File: config.mk
export PLATFORM = sky130hd
export DESIGN_NAME = sdvm_stream_flat
export DESIGN_NICKNAME = d
export VERILOG_FILES = /design/src/rtl/sdvm_pkg.sv /design/src/rtl/sdvm_stream_if.sv /design/src/rtl/sdvm_digit_fifo.sv /design/src/rtl/sdvm_stream.sv /design/src/flat_wrapper.sv
export SDC_FILE = /design/constraint.sdc
export NUM_CORES = 1
export LEC_CHECK = 0
export ABC_AREA = 0
export CORE_ASPECT_RATIO = 1.5
export CORE_MARGIN = 4
export CORE_UTILIZATION = 49
export DETAILED_ROUTE_END_ITERATION = 8
export PLACE_DENSITY = 0.86
export REMOVE_ABC_BUFFERS = 1
export SYNTH_ARGS = -nofsm -noshare
export SYNTH_HDL_FRONTEND = slang
export SYNTH_SLANG_ARGS = --single-unit
File: constraint.sdc
create_clock -name clk -period 6.8 [get_ports clk]
set_clock_uncertainty 0.2 [all_clocks]
set_input_delay 2.04 -clock clk [delete_from_list [all_inputs] [get_ports clk]]
set_output_delay 2.04 -clock clk [all_outputs]
set_load 0.01 [all_outputs]
File: src/rtl/sdvm_pkg.sv
// Shared definitions for the signed-digit by vector multiplier stream.
// Digit encodings and negation-mode selectors used by the RTL and the bench.
package sdvm_pkg;

  typedef enum logic [1:0] {
    DIG_ZERO = 2'b00,
    DIG_NEG  = 2'b01,
    DIG_POS  = 2'b10,
    DIG_INV  = 2'b11
  } digit_t;

  localparam int NEG_INVERT = 0;
  localparam int NEG_SWAP   = 1;

  function automatic logic is_invalid(input digit_t d);
    return d == DIG_INV;
  endfunction

endpackage

File: src/rtl/sdvm_stream_if.sv
// Handshake bundle of the digit stream, the borrow-save vector input and the
// registered product output.
interface sdvm_stream_if #(
  parameter int WIDTH = 64
);

  logic [1:0]       digit_in;
  logic             digit_valid;
  logic             digit_ready;
  logic [WIDTH-1:0] vec_in_plus;
  logic [WIDTH-1:0] vec_in_minus;
  logic             vec_valid;
  logic             vec_ready;
  logic [WIDTH-1:0] vec_out_plus;
  logic [WIDTH-1:0] vec_out_minus;
  logic             out_valid;
  logic             out_ready;

  modport master (
    output digit_in, digit_valid, vec_in_plus, vec_in_minus, vec_valid, out_ready,
    input  digit_ready, vec_ready, vec_out_plus, vec_out_minus, out_valid
  );

  modport slave (
    input  digit_in, digit_valid, vec_in_plus, vec_in_minus, vec_valid, out_ready,
    output digit_ready, vec_ready, vec_out_plus, vec_out_minus, out_valid
  );

endinterface

File: src/rtl/sdvm_digit_fifo.sv
// Circular digit FIFO that comes out of reset/flush already holding DELAY zero
// digits, which is what turns it into the online delay line.
module sdvm_digit_fifo
  import sdvm_pkg::*;
#(
  parameter int DEPTH = 8,
  parameter int DELAY = 4,
  localparam int CNT_W = $clog2(DEPTH + 1)
) (
  input  logic             clk,
  input  logic             asyn_reset_n,
  input  logic             flush,
  input  logic             push,
  input  digit_t           push_digit,
  input  logic             pop,
  output digit_t           head,
  output logic [CNT_W-1:0] count
);

  localparam int PTR_W = (DEPTH > 1) ? $clog2(DEPTH) : 1;
  localparam logic [PTR_W-1:0] LAST_PTR    = PTR_W'(DEPTH - 1);
  localparam logic [PTR_W-1:0] PRELOAD_PTR = PTR_W'(DELAY);
  localparam logic [CNT_W-1:0] PRELOAD_CNT = CNT_W'(DELAY);

  digit_t           mem [DEPTH];
  logic [PTR_W-1:0] rd_ptr;
  logic [PTR_W-1:0] wr_ptr;

  function automatic logic [PTR_W-1:0] next_ptr(input logic [PTR_W-1:0] p);
    return (p == LAST_PTR) ? '0 : p + 1'b1;
  endfunction

  assign head = mem[rd_ptr];

  // All entries are zero after reset/flush, so the preload is just the write pointer and count.
  always_ff @(posedge clk or negedge asyn_reset_n) begin
    if (!asyn_reset_n) begin
      for (int i = 0; i < DEPTH; i++) mem[i] <= DIG_ZERO;
      rd_ptr <= '0;
      wr_ptr <= PRELOAD_PTR;
      count  <= PRELOAD_CNT;
    end else if (flush) begin
      for (int i = 0; i < DEPTH; i++) mem[i] <= DIG_ZERO;
      rd_ptr <= '0;
      wr_ptr <= PRELOAD_PTR;
      count  <= PRELOAD_CNT;
    end else begin
      if (push) begin
        mem[wr_ptr] <= push_digit;
        wr_ptr      <= next_ptr(wr_ptr);
      end
      if (pop) rd_ptr <= next_ptr(rd_ptr);
      case ({push, pop})
        2'b10:   count <= count + 1'b1;
        2'b01:   count <= count - 1'b1;
        default: count <= count;
      endcase
    end
  end

endmodule

File: src/rtl/sdvm_stream.sv
// Online signed-digit times borrow-save vector multiplier: each accepted vector
// is scaled by the oldest queued digit and presented one cycle later.
module sdvm_stream
  import sdvm_pkg::*;
#(
  parameter int WIDTH    = 64,
  parameter int DELAY    = 4,
  parameter int DEPTH    = 8,
  parameter int NEG_MODE = 0,
  localparam int CNT_W   = $clog2(DEPTH + 1)
) (
  input  logic              clk,
  input  logic              asyn_reset_n,
  input  logic              enable,
  input  logic              flush,
  sdvm_stream_if.slave      bus,
  output logic [CNT_W-1:0]  digit_count,
  output logic              err
);

  logic             digit_ready;
  logic             vec_ready;
  logic             digit_fire;
  logic             vec_fire;
  logic             flush_now;
  digit_t           head;
  digit_t           new_digit;
  logic [WIDTH-1:0] prod_plus;
  logic [WIDTH-1:0] prod_minus;
  logic [WIDTH-1:0] out_plus_q;
  logic [WIDTH-1:0] out_minus_q;
  logic             out_valid_q;

  assign new_digit   = digit_t'(bus.digit_in);
  assign flush_now   = enable & flush;
  assign digit_ready = enable & ~flush & (digit_count < CNT_W'(DEPTH));
  assign vec_ready   = enable & ~flush & (digit_count != '0) & (~out_valid_q | bus.out_ready);
  assign digit_fire  = bus.digit_valid & digit_ready;
  assign vec_fire    = bus.vec_valid & vec_ready;

  sdvm_digit_fifo #(
    .DEPTH (DEPTH),
    .DELAY (DELAY)
  ) u_fifo (
    .clk          (clk),
    .asyn_reset_n (asyn_reset_n),
    .flush        (flush_now),
    .push         (digit_fire),
    .push_digit   (new_digit),
    .pop          (vec_fire),
    .head         (head),
    .count        (digit_count)
  );

  // Zero and invalid digits both annihilate the vector.
  always_comb begin
    prod_plus  = '0;
    prod_minus = '0;
    case (head)
      DIG_POS: begin
        prod_plus  = bus.vec_in_plus;
        prod_minus = bus.vec_in_minus;
      end
      DIG_NEG: begin
        if (NEG_MODE == NEG_SWAP) begin
          prod_plus  = bus.vec_in_minus;
          prod_minus = bus.vec_in_plus;
        end else begin
          prod_plus  = ~bus.vec_in_plus;
          prod_minus = ~bus.vec_in_minus;
        end
      end
      default: begin
        prod_plus  = '0;
        prod_minus = '0;
      end
    endcase
  end

  // Output register holds while the consumer stalls; enable low freezes everything, flush included.
  always_ff @(posedge clk or negedge asyn_reset_n) begin
    if (!asyn_reset_n) begin
      out_plus_q  <= '0;
      out_minus_q <= '0;
      out_valid_q <= 1'b0;
      err         <= 1'b0;
    end else if (enable) begin
      if (flush) begin
        out_plus_q  <= '0;
        out_minus_q <= '0;
        out_valid_q <= 1'b0;
        err         <= 1'b0;
      end else begin
        if (vec_fire) begin
          out_plus_q  <= prod_plus;
          out_minus_q <= prod_minus;
          out_valid_q <= 1'b1;
        end else if (out_valid_q && bus.out_ready) begin
          out_valid_q <= 1'b0;
        end
        if (digit_fire && is_invalid(new_digit)) err <= 1'b1;
      end
    end
  end

  assign bus.digit_ready   = digit_ready;
  assign bus.vec_ready     = vec_ready;
  assign bus.vec_out_plus  = out_plus_q;
  assign bus.vec_out_minus = out_minus_q;
  assign bus.out_valid     = out_valid_q;

endmodule
File: src/flat_wrapper.sv
// flat-port wrapper written by rule: the top's interface ports become plain ports
module sdvm_stream_flat import sdvm_pkg::*;
#(
  parameter int WIDTH    = 64,
  parameter int DELAY    = 4,
  parameter int DEPTH    = 8,
  parameter int NEG_MODE = 0,
  localparam int CNT_W   = $clog2(DEPTH + 1)
)
  (clk, asyn_reset_n, enable, flush, digit_count, err, bus_digit_in, bus_digit_valid, bus_vec_in_plus, bus_vec_in_minus, bus_vec_valid, bus_out_ready, bus_digit_ready, bus_vec_ready, bus_vec_out_plus, bus_vec_out_minus, bus_out_valid);
  sdvm_stream_if #(.WIDTH(WIDTH)) bus_i ();
  input  logic clk;
  input  logic asyn_reset_n;
  input  logic enable;
  input  logic flush;
  output logic [CNT_W-1:0] digit_count;
  output logic err;
  input wire logic [$bits(bus_i.digit_in)-1:0] bus_digit_in;
  input wire logic [$bits(bus_i.digit_valid)-1:0] bus_digit_valid;
  input wire logic [$bits(bus_i.vec_in_plus)-1:0] bus_vec_in_plus;
  input wire logic [$bits(bus_i.vec_in_minus)-1:0] bus_vec_in_minus;
  input wire logic [$bits(bus_i.vec_valid)-1:0] bus_vec_valid;
  input wire logic [$bits(bus_i.out_ready)-1:0] bus_out_ready;
  output wire logic [$bits(bus_i.digit_ready)-1:0] bus_digit_ready;
  output wire logic [$bits(bus_i.vec_ready)-1:0] bus_vec_ready;
  output wire logic [$bits(bus_i.vec_out_plus)-1:0] bus_vec_out_plus;
  output wire logic [$bits(bus_i.vec_out_minus)-1:0] bus_vec_out_minus;
  output wire logic [$bits(bus_i.out_valid)-1:0] bus_out_valid;
  assign bus_i.digit_in = bus_digit_in;
  assign bus_i.digit_valid = bus_digit_valid;
  assign bus_i.vec_in_plus = bus_vec_in_plus;
  assign bus_i.vec_in_minus = bus_vec_in_minus;
  assign bus_i.vec_valid = bus_vec_valid;
  assign bus_i.out_ready = bus_out_ready;
  assign bus_digit_ready = bus_i.digit_ready;
  assign bus_vec_ready = bus_i.vec_ready;
  assign bus_vec_out_plus = bus_i.vec_out_plus;
  assign bus_vec_out_minus = bus_i.vec_out_minus;
  assign bus_out_valid = bus_i.out_valid;
  sdvm_stream #(.WIDTH(WIDTH), .DELAY(DELAY), .DEPTH(DEPTH), .NEG_MODE(NEG_MODE)) u_core (.clk(clk), .asyn_reset_n(asyn_reset_n), .enable(enable), .flush(flush), .bus(bus_i), .digit_count(digit_count), .err(err));
endmodule
Word-level counts from Yosys, hierarchy flattened
Cells that the tools add are included.

word-level totals
  flip-flop bits (word level) = 156
  input bits = 137
  output and inout bits = 136
  logic and storage cells = 84

operators by class
  add/sub/neg operators = 4
  magnitude comparators = 4
  equal/unequal tests = 7
  mux-type cells = 27
  bitwise gates (word level) = 14
  reduce and logical (&&, ||, !) cells = 13

operators with widths
  cell                   number
  $mux W64               4
  $pmux W64 S2           2
  $not A64 Y64           2
  $mux W16               2
  $mux W3                6
  $bwmux W16             1
  $ge A4 B4 Y1 const B   2
  $not A3 Y4             2
  $pmux W4 S2            1
  $reduce_bool A2 Y1     4
  $and A1 B1 Y1          7
  $add A3 B1 Y3 const B  2
  $bmux W2 S3            1
  $demux W2 S3           1
  $eq A2 B2 Y1 const B   3
  $eq A3 B3 Y1 const B   2
  $mux W2                3
  $reduce_and A2 Y1      3
  $reduce_bool A3 Y1     2
  $mux W1                5
  $add A4 B1 Y4 const B  1
  $eq A2 B1 Y1 const B   2
  $lt A4 B1 Y1 const B   1
  $lt A4 B4 Y1 const B   1
  6 further kinds        9

Depth between registers and ports, before layout
Gate-level depths: netlist (run 1).

  depth in word-level cells = 8
  gate-level depth with buffers = 12
  gate-level depth less buffers = 9

Modules after synthesis
From an unflattened synthesis (run 1), not the netlist that was laid out.

second synthesis, totals
  cells, all modules = 583
  area, all modules = 7588.5 µm²

modules (own cells, without submodules)
  module           instances  cells each  area each (µm²)  sequential area each (µm²)
  sdvm_stream      1          460         6159.7           3253.1
  sdvm_digit_fifo  1          123         1428.9           653.1

Worst setup path after synthesis (run 1)
OpenSTA, ideal clock, no wires.

  path kind = input to register
  start point = input port enable
  end point = register u_core.u_fifo.count[2]
  library setup time = 0.080 ns
  arrival = 4.488 ns
  required time = 6.520 ns
  path slack = 2.032 ns
  stages = 12
  buffers on the path = 3
  path through = nor2b_1 nand4b_1 buf_2 inv_1 clkbuf_1 ha_1 clkbuf_1 xor2_1 ha_1 or4b_2 a21oi_1 nor3_1

between the ends
  longest elaborated chain between the ends = 7
  elaborated cells between the ends (all ways) = 12
  classes of those cells = eq/ne (2); mux (2); bitwise (7); reduce/logical (1)

ends and longest elaborated chain
  what                                                 RTL line                              source
  start, declared                                      flat_wrapper.sv:14                    input logic enable;
  $and A1 B1 Y1                                        sdvm_stream.sv:36, sdvm_stream.sv:37
  $and A1 B1 Y1 (2 in series)                          sdvm_stream.sv:37                     assign vec_ready = enable & ~flush & (digit_count != '0) & (~out_valid_q | bus.out_ready);
  $and A1 B1 Y1                                        sdvm_stream.sv:39                     assign vec_fire = bus.vec_valid & vec_ready;
  $eq A2 B1 Y1 / $eq A2 B2 Y1 (equally long branches)  sdvm_digit_fifo.sv:53                 case ({push, pop})
  $pmux W4 S2                                          sdvm_digit_fifo.sv:53
  $mux W4                                              sdvm_digit_fifo.sv:42                 end else if (flush) begin
  end signal, assigned                                 sdvm_digit_fifo.sv:54                 2'b10: count <= count + 1'b1;
  end signal, assigned                                 sdvm_digit_fifo.sv:55                 2'b01: count <= count - 1'b1;
  end signal, assigned                                 sdvm_digit_fifo.sv:56                 default: count <= count;
  end, declared                                        sdvm_digit_fifo.sv:17                 output logic [CNT_W-1:0] count

Parallel ways exist; a longest one is shown, timed or not.
A chain may end at the register's enable or synchronous reset.

Worst setup path after layout (run 1)
  start point = input port enable
  end point = output port bus_vec_ready

between the ends
  longest elaborated chain between the ends = 3

ends and longest elaborated chain
  what                         RTL line            source
  $and A1 B1 Y1 (3 in series)  sdvm_stream.sv:37
  end, declared                flat_wrapper.sv:25  output wire logic [$bits(bus_i.vec_ready)-1:0] bus_vec_ready;

Every way passes these cells.

==> metrics.txt, run 1 <==
Leak=4.25 nW; NetSw=0.649 mW; #FFs+latches synth=156; First DRT Iteration DRCs=684; unrepaired setup endpoints after global routing=false; commonest non-fill, non-tap cells in the layout=clkdlybuf4s50_1 (271), nand3_1 (265), dfrtp_1 (154); die width=110 um; TritonCTS clock tree=built; CP arrival=3.63 ns; routed vias/inst=6.29; root buffer cell=clkbuf_16; Max-cap violations=0; Hold WC Path Type=reg -> reg; grt ovf=0; ys async rst share=100%; Initial Util=50.3%; power per cell area=208 mW/mm^2; vias in the first global route=7161; row count=55; top-area cell type share of the netlist area=50.1%; routed wire length=24100 um; DRC=0; gpl congestion=0.824; Hold-fix buffers, CTS=0; clk slew on worst S/H paths=0.06 ns; mapped cell area=0.00769 sq mm; area of the core=0.0153 sq mm; Wirelength per Cell=20.5 um; critical path endpoint category=output pin; Hold Violations, Final=0; Int Power=1.62 mW; Die Y=161 um; Worst setup SP type=input pin; Max FO, Critical Path=6; PortBufs=272; Sw Share=28.6%; DP Wirelength=15800 um; Pins Over Slew Limit=0; worst skew pair latency=0.41 ns; DR pass1 iterations=5; Final Cell Area=0.0109 sq mm; outcome=completed; Clk pwr share=40.7%; Area Growth Syn to Fin=41.6%; share of cells above drive strength 1=6.56%; Comb power frac=15.6%; largest net degree at the start of global routing=263; Slew @ Worst Pin=1.22 ns; average size of a mapped cell=10.1 sq um; number of flops mapped to enable cells by yosys=0; diode count=0; io pins=273; Placed Area=0.0103 sq mm; Post-DRT Antenna Nets=0; H-tree level count=4; initial antenna violation count=0; Placed Cells incl. Taps=1142; final setup violation count=0; # Post-CTS Setup Buffers=0; Layout Nets=1105; die area=0.0178 sq mm; Slew HR=18.4%; TritonCTS buffer count=17; Gate Count Post-Synth=758; ys flop type=dfrtp_1; Final Cycle Share=86.3%; Final Total Pwr=2.27 mW; cell depth of the worst flop-to-flop path=7; first-pass GRT wire length=38600 um; post_cts resized=0; filler instances=1115; GRT Overall Usage=27.3%; sequential fraction of design power=43.7%; fmax=0.170 GHz; leading area contributor after synthesis=dfrtp_1; Post-Layout Cell Count=1174; detailed-route via count=7385; clk sink count=156; Synth cell types=42; CP required=4.56 ns; dpl ws=0.939 ns; fin crit period=5.87 ns; Worst Hold Depth=1; YS warnings=0; VDD IR max=219 uV; register area share after synthesis=50.8%; synth top area cells=dfrtp_1 (50%), nand3_1 (17%), o311ai_1 (13%); worst-case clock buffer depth=2; commonest non-fill, non-tap cell in the layout=clkdlybuf4s50_1; fin worst setup slack=0.931 ns; Crit Path Category=in -> out
==> sequential cells by signal (all words and copies together), names as in the netlist <==
signal                    count
u_core.bus.out_valid          1
u_core.bus.vec_out_minus     64
u_core.bus.vec_out_plus      64
u_core.err                    1
u_core.u_fifo.count           4
u_core.u_fifo.mem            16
u_core.u_fifo.rd_ptr          3
u_core.u_fifo.wr_ptr          3
==> cell usage after synthesis (5+ instances only) <==
cell	number
nand3_1	265
dfrtp_1	154
o311ai_1	110
clkbuf_1	58
nor2_1	22
buf_2	20
mux2i_1	16
nand2_1	12
o311ai_2	11
buf_4	10
o311ai_0	7
ha_1	6
a21oi_1	5
buf_1	5
nand2b_1	5
==> cells by family (layout without fill, tap and decap cells) <==
logic type,after synthesis,in the layout,synth area share [%]
compound gates,145,145,17.1
xor+xnor,2,2,0.228
fa+ha+maj,6,6,0.977
buf+inv,99,316,5.89
flops,156,156,50.8
mux,21,21,3.40
simple gates,329,329,21.6
==> layout make-up <==
class | count | area, sq um | area share (%)
tap | 199 | 249 | 2.29
multi-input combinational | 503 | 3350 | 30.8
clock buffer | 18 | 429 | 3.94
inverter | 3 | 13.8 | 0.126
timing repair buffer | 281 | 2800 | 25.8
clock inverter | 14 | 136 | 1.25
sequential | 156 | 3910 | 35.9
==> stage by stage <==
step	hold WS (ns)	util, %	TNS (ns)
global route	0.330	71.3	0
CTS	0.310	71.3	0
detailed placement	0.295	67.6	0
finish	0.306	71.3	0
floorplan	0.281	-	-923.45
global placement	0.273	67.6	0
==> layer usage <==
layer	GRT usage (%)	vias up	routed length (um)
li1	-	3381	-
met1	34.7	3649	9140
met2	44.3	288	12500
met3	5.48	67	1400
met4	12.9	0	1120
met5	0	-	0
==> worst max-delay path, cell delays in order <==
cell	delay, ns
clkdlybuf4s50_1	0.59
nor2b_1	0.30
nand2_1	0.08
nor2_1	0.09
clkdlybuf4s50_1	0.53
==> path summary, 6_finish.rpt <==
kind / start / end / slack (ns)
worst max-delay path: enable / bus_vec_ready / 0.93
worst min-delay path: u_core.err / u_core.err / 0.31
worst max register to register: u_core.u_fifo.rd_ptr[0] / u_core.bus.vec_out_minus[49] / 3.31
worst min register to register: u_core.err / u_core.err / 0.31
max in group asynchronous: asyn_reset_n / u_core.bus.vec_out_plus[34] / 3.91
min in group asynchronous: asyn_reset_n / u_core.bus.vec_out_minus[35] / 1.41
==> power by group through the flow <==
stage / Clock, mW / Sequential (mW) / Combinational, mW
2_1_floorplan: 0 / 1.01 / 0.151
3_3_place_gp: 0 / 1.01 / 0.348
3_5_place_dp: 0 / 1.01 / 0.351
4_1_cts: 0.940 / 0.990 / 0.352
5_1_grt: 0.979 / 0.995 / 0.386
6_report: 0.921 / 0.991 / 0.353
Note: power is estimated with default switching activity, not from simulation.
==> inputs of run 2 (changes only) <==
Settings changed: CORE_ASPECT_RATIO 1.5 to unset, RECOVER_POWER set to 25.
==> metrics.txt, run 2 (same netlist as run 1, synthesis figures left out) <==
root buffer cell=clkbuf_16; Final Cell Area=0.0109 sq mm (about the same); TritonCTS clock tree=built; post_cts resized=0 (unchanged); grt ovf=0 (unchanged); Placed Area=0.0103 sq mm (+0.12%); routed vias/inst=6.12 (-2.8%); H-tree level count=4 (unchanged); die area=0.0178 sq mm (-0.23%); fmax=0.171 GHz (about the same); final setup violation count=0 (unchanged); unrepaired setup endpoints after global routing=false; Slew @ Worst Pin=2.53 ns (+1.30 ns); worst skew pair latency=0.42 ns (about the same); vias in the first global route=6882 (-3.9%); io pins=273 (unchanged); TritonCTS buffer count=17 (unchanged); detailed-route via count=7243 (-1.9%); Pins Over Slew Limit=102 (+102); Slew HR=-68.5% (-87 points); CP required=4.56 ns (about the same); filler instances=1119 (+0.36%); commonest non-fill, non-tap cells in the layout=clkdlybuf4s50_1 (271), nand3_1 (265), dfrtp_1 (154); Max-cap violations=1 (+1); critical path endpoint category=output pin; Post-DRT Antenna Nets=0 (unchanged); Placed Cells incl. Taps=1152 (+0.88%); row count=45 (-18%); PortBufs=272 (unchanged); share of cells above drive strength 1=6.37% (-0.19 points); clk slew on worst S/H paths=0.06 ns (about the same); clk sink count=156 (unchanged); Worst setup SP type=input pin; gpl congestion=0.792 (-3.8%); VDD IR max=161 uV (-26%); routed wire length=22800 um (-5.5%); Wirelength per Cell=19.3 um (-6.3%); outcome=complete, but fails checks; worst-case clock buffer depth=2 (unchanged); first-pass GRT wire length=36000 um (-6.6%); Hold-fix buffers, CTS=0 (unchanged); diode count=0 (unchanged); fin crit period=5.86 ns (-0.00558 ns); GRT Overall Usage=24.8% (-2.5 points); Post-Layout Cell Count=1184 (+0.85%); largest net degree at the start of global routing=263 (unchanged); Die Y=133 um (-17%); DP Wirelength=14100 um (-11%); area of the core=0.0153 sq mm (-0.12%); Max FO, Critical Path=6 (unchanged); Crit Path Category=in -> out; First DRT Iteration DRCs=586 (-14%); power per cell area=207 mW/mm^2 (-0.41%); Hold WC Path Type=reg -> reg; DR pass1 iterations=5 (unchanged); # Post-CTS Setup Buffers=0 (unchanged); Hold Violations, Final=0 (unchanged); Leak=4.23 nW (-0.45%); Final Cycle Share=86.2% (about the same); die width=133 um (+21%); Area Growth Syn to Fin=41.7% (about the same); Initial Util=50.4% (+0.062 points); DRC=0 (unchanged); CP arrival=3.62 ns (about the same); Layout Nets=1103 (-0.18%); commonest non-fill, non-tap cell in the layout=clkdlybuf4s50_1; failing checks=max-capacitance violations, max-slew violations; initial antenna violation count=0 (unchanged)
## run 2: cell types whose count changed in the layout (fill, tap and decap cells not counted), sizes merged
| cell | before | now |
|---|---|---|
| inv | 10 | 3 |
| clkinv | 5 | 6 |
| clkinvlp | 1 | 4 |
| buf | 10 | 6 |
| clkbuf | 18 | 23 |
## run 2: per-layer routing
layer / vias to the layer above / global-route usage [%] / share of wire, %
li1: 3366 / - / -
met1: 3519 / 31.8 / 39
met2: 307 / 39.8 / 49
met3: 51 / 6.99 / 7.8
met4: 0 / 10.7 / 3.7
met5: - / 0 / 0
## run 2: area by class of cell
cell class                      count  area (sq um)  share of cell area (%)
Timing Repair Buffer              279          2790                    25.6
Tap cell                          211           264                    2.42
Clock buffer                       21           470                    4.32
Inverter                            3          13.8                   0.126
Clock inverter                     11          93.8                   0.862
Multi-Input combinational cell    503          3350                    30.7
Sequential cell                   156          3910                    35.9
## run 2: worst max-delay path, cell delays in order
cell             delay [ns]
clkdlybuf4s50_1        0.59
nor2b_1                0.28
nand2_1                0.09
nor2_1                 0.09
clkdlybuf4s50_1        0.54
## run 2: worst paths after layout
kind                                               end               startpoint  slack (ns)  cells after the start
setup / recovery                         bus_vec_ready                   enable        0.94                      5
hold / removal                              u_core.err               u_core.err        0.29                      1
setup reg to reg           u_core.bus.vec_out_plus[24]  u_core.u_fifo.rd_ptr[0]        3.36                      6
hold reg to reg                             u_core.err               u_core.err        0.29                      1
max in group asynchronous  u_core.bus.vec_out_plus[58]             asyn_reset_n        1.73                      2
min in group asynchronous       u_core.u_fifo.count[3]             asyn_reset_n        2.14                      1
## run 2: stage by stage
stage | TNS, ns | util, % | hold WS, ns | total power, mW | setup WS (ns)
CTS | 0 | 71.4 | 0.293 | 2.27 | 0.928
floorplan | -923.45 | - | 0.281 | 1.16 | -8.05
global route | 0 | 71.4 | 0.331 | 2.34 | 0.830
detailed placement | 0 | 67.7 | 0.280 | 1.36 | 0.939
global placement | 0 | 67.7 | 0.273 | 1.35 | 0.970
finish | 0 | 71.4 | 0.291 | 2.26 | 0.936
## run 2: report_power, final
group	internal [mW]	switching, mW	total, mW
Sequential	0.954	0.0386	0.992
Combinational	0.149	0.206	0.355
Clock	0.529	0.380	0.909
Total	1.63	0.624	2.26
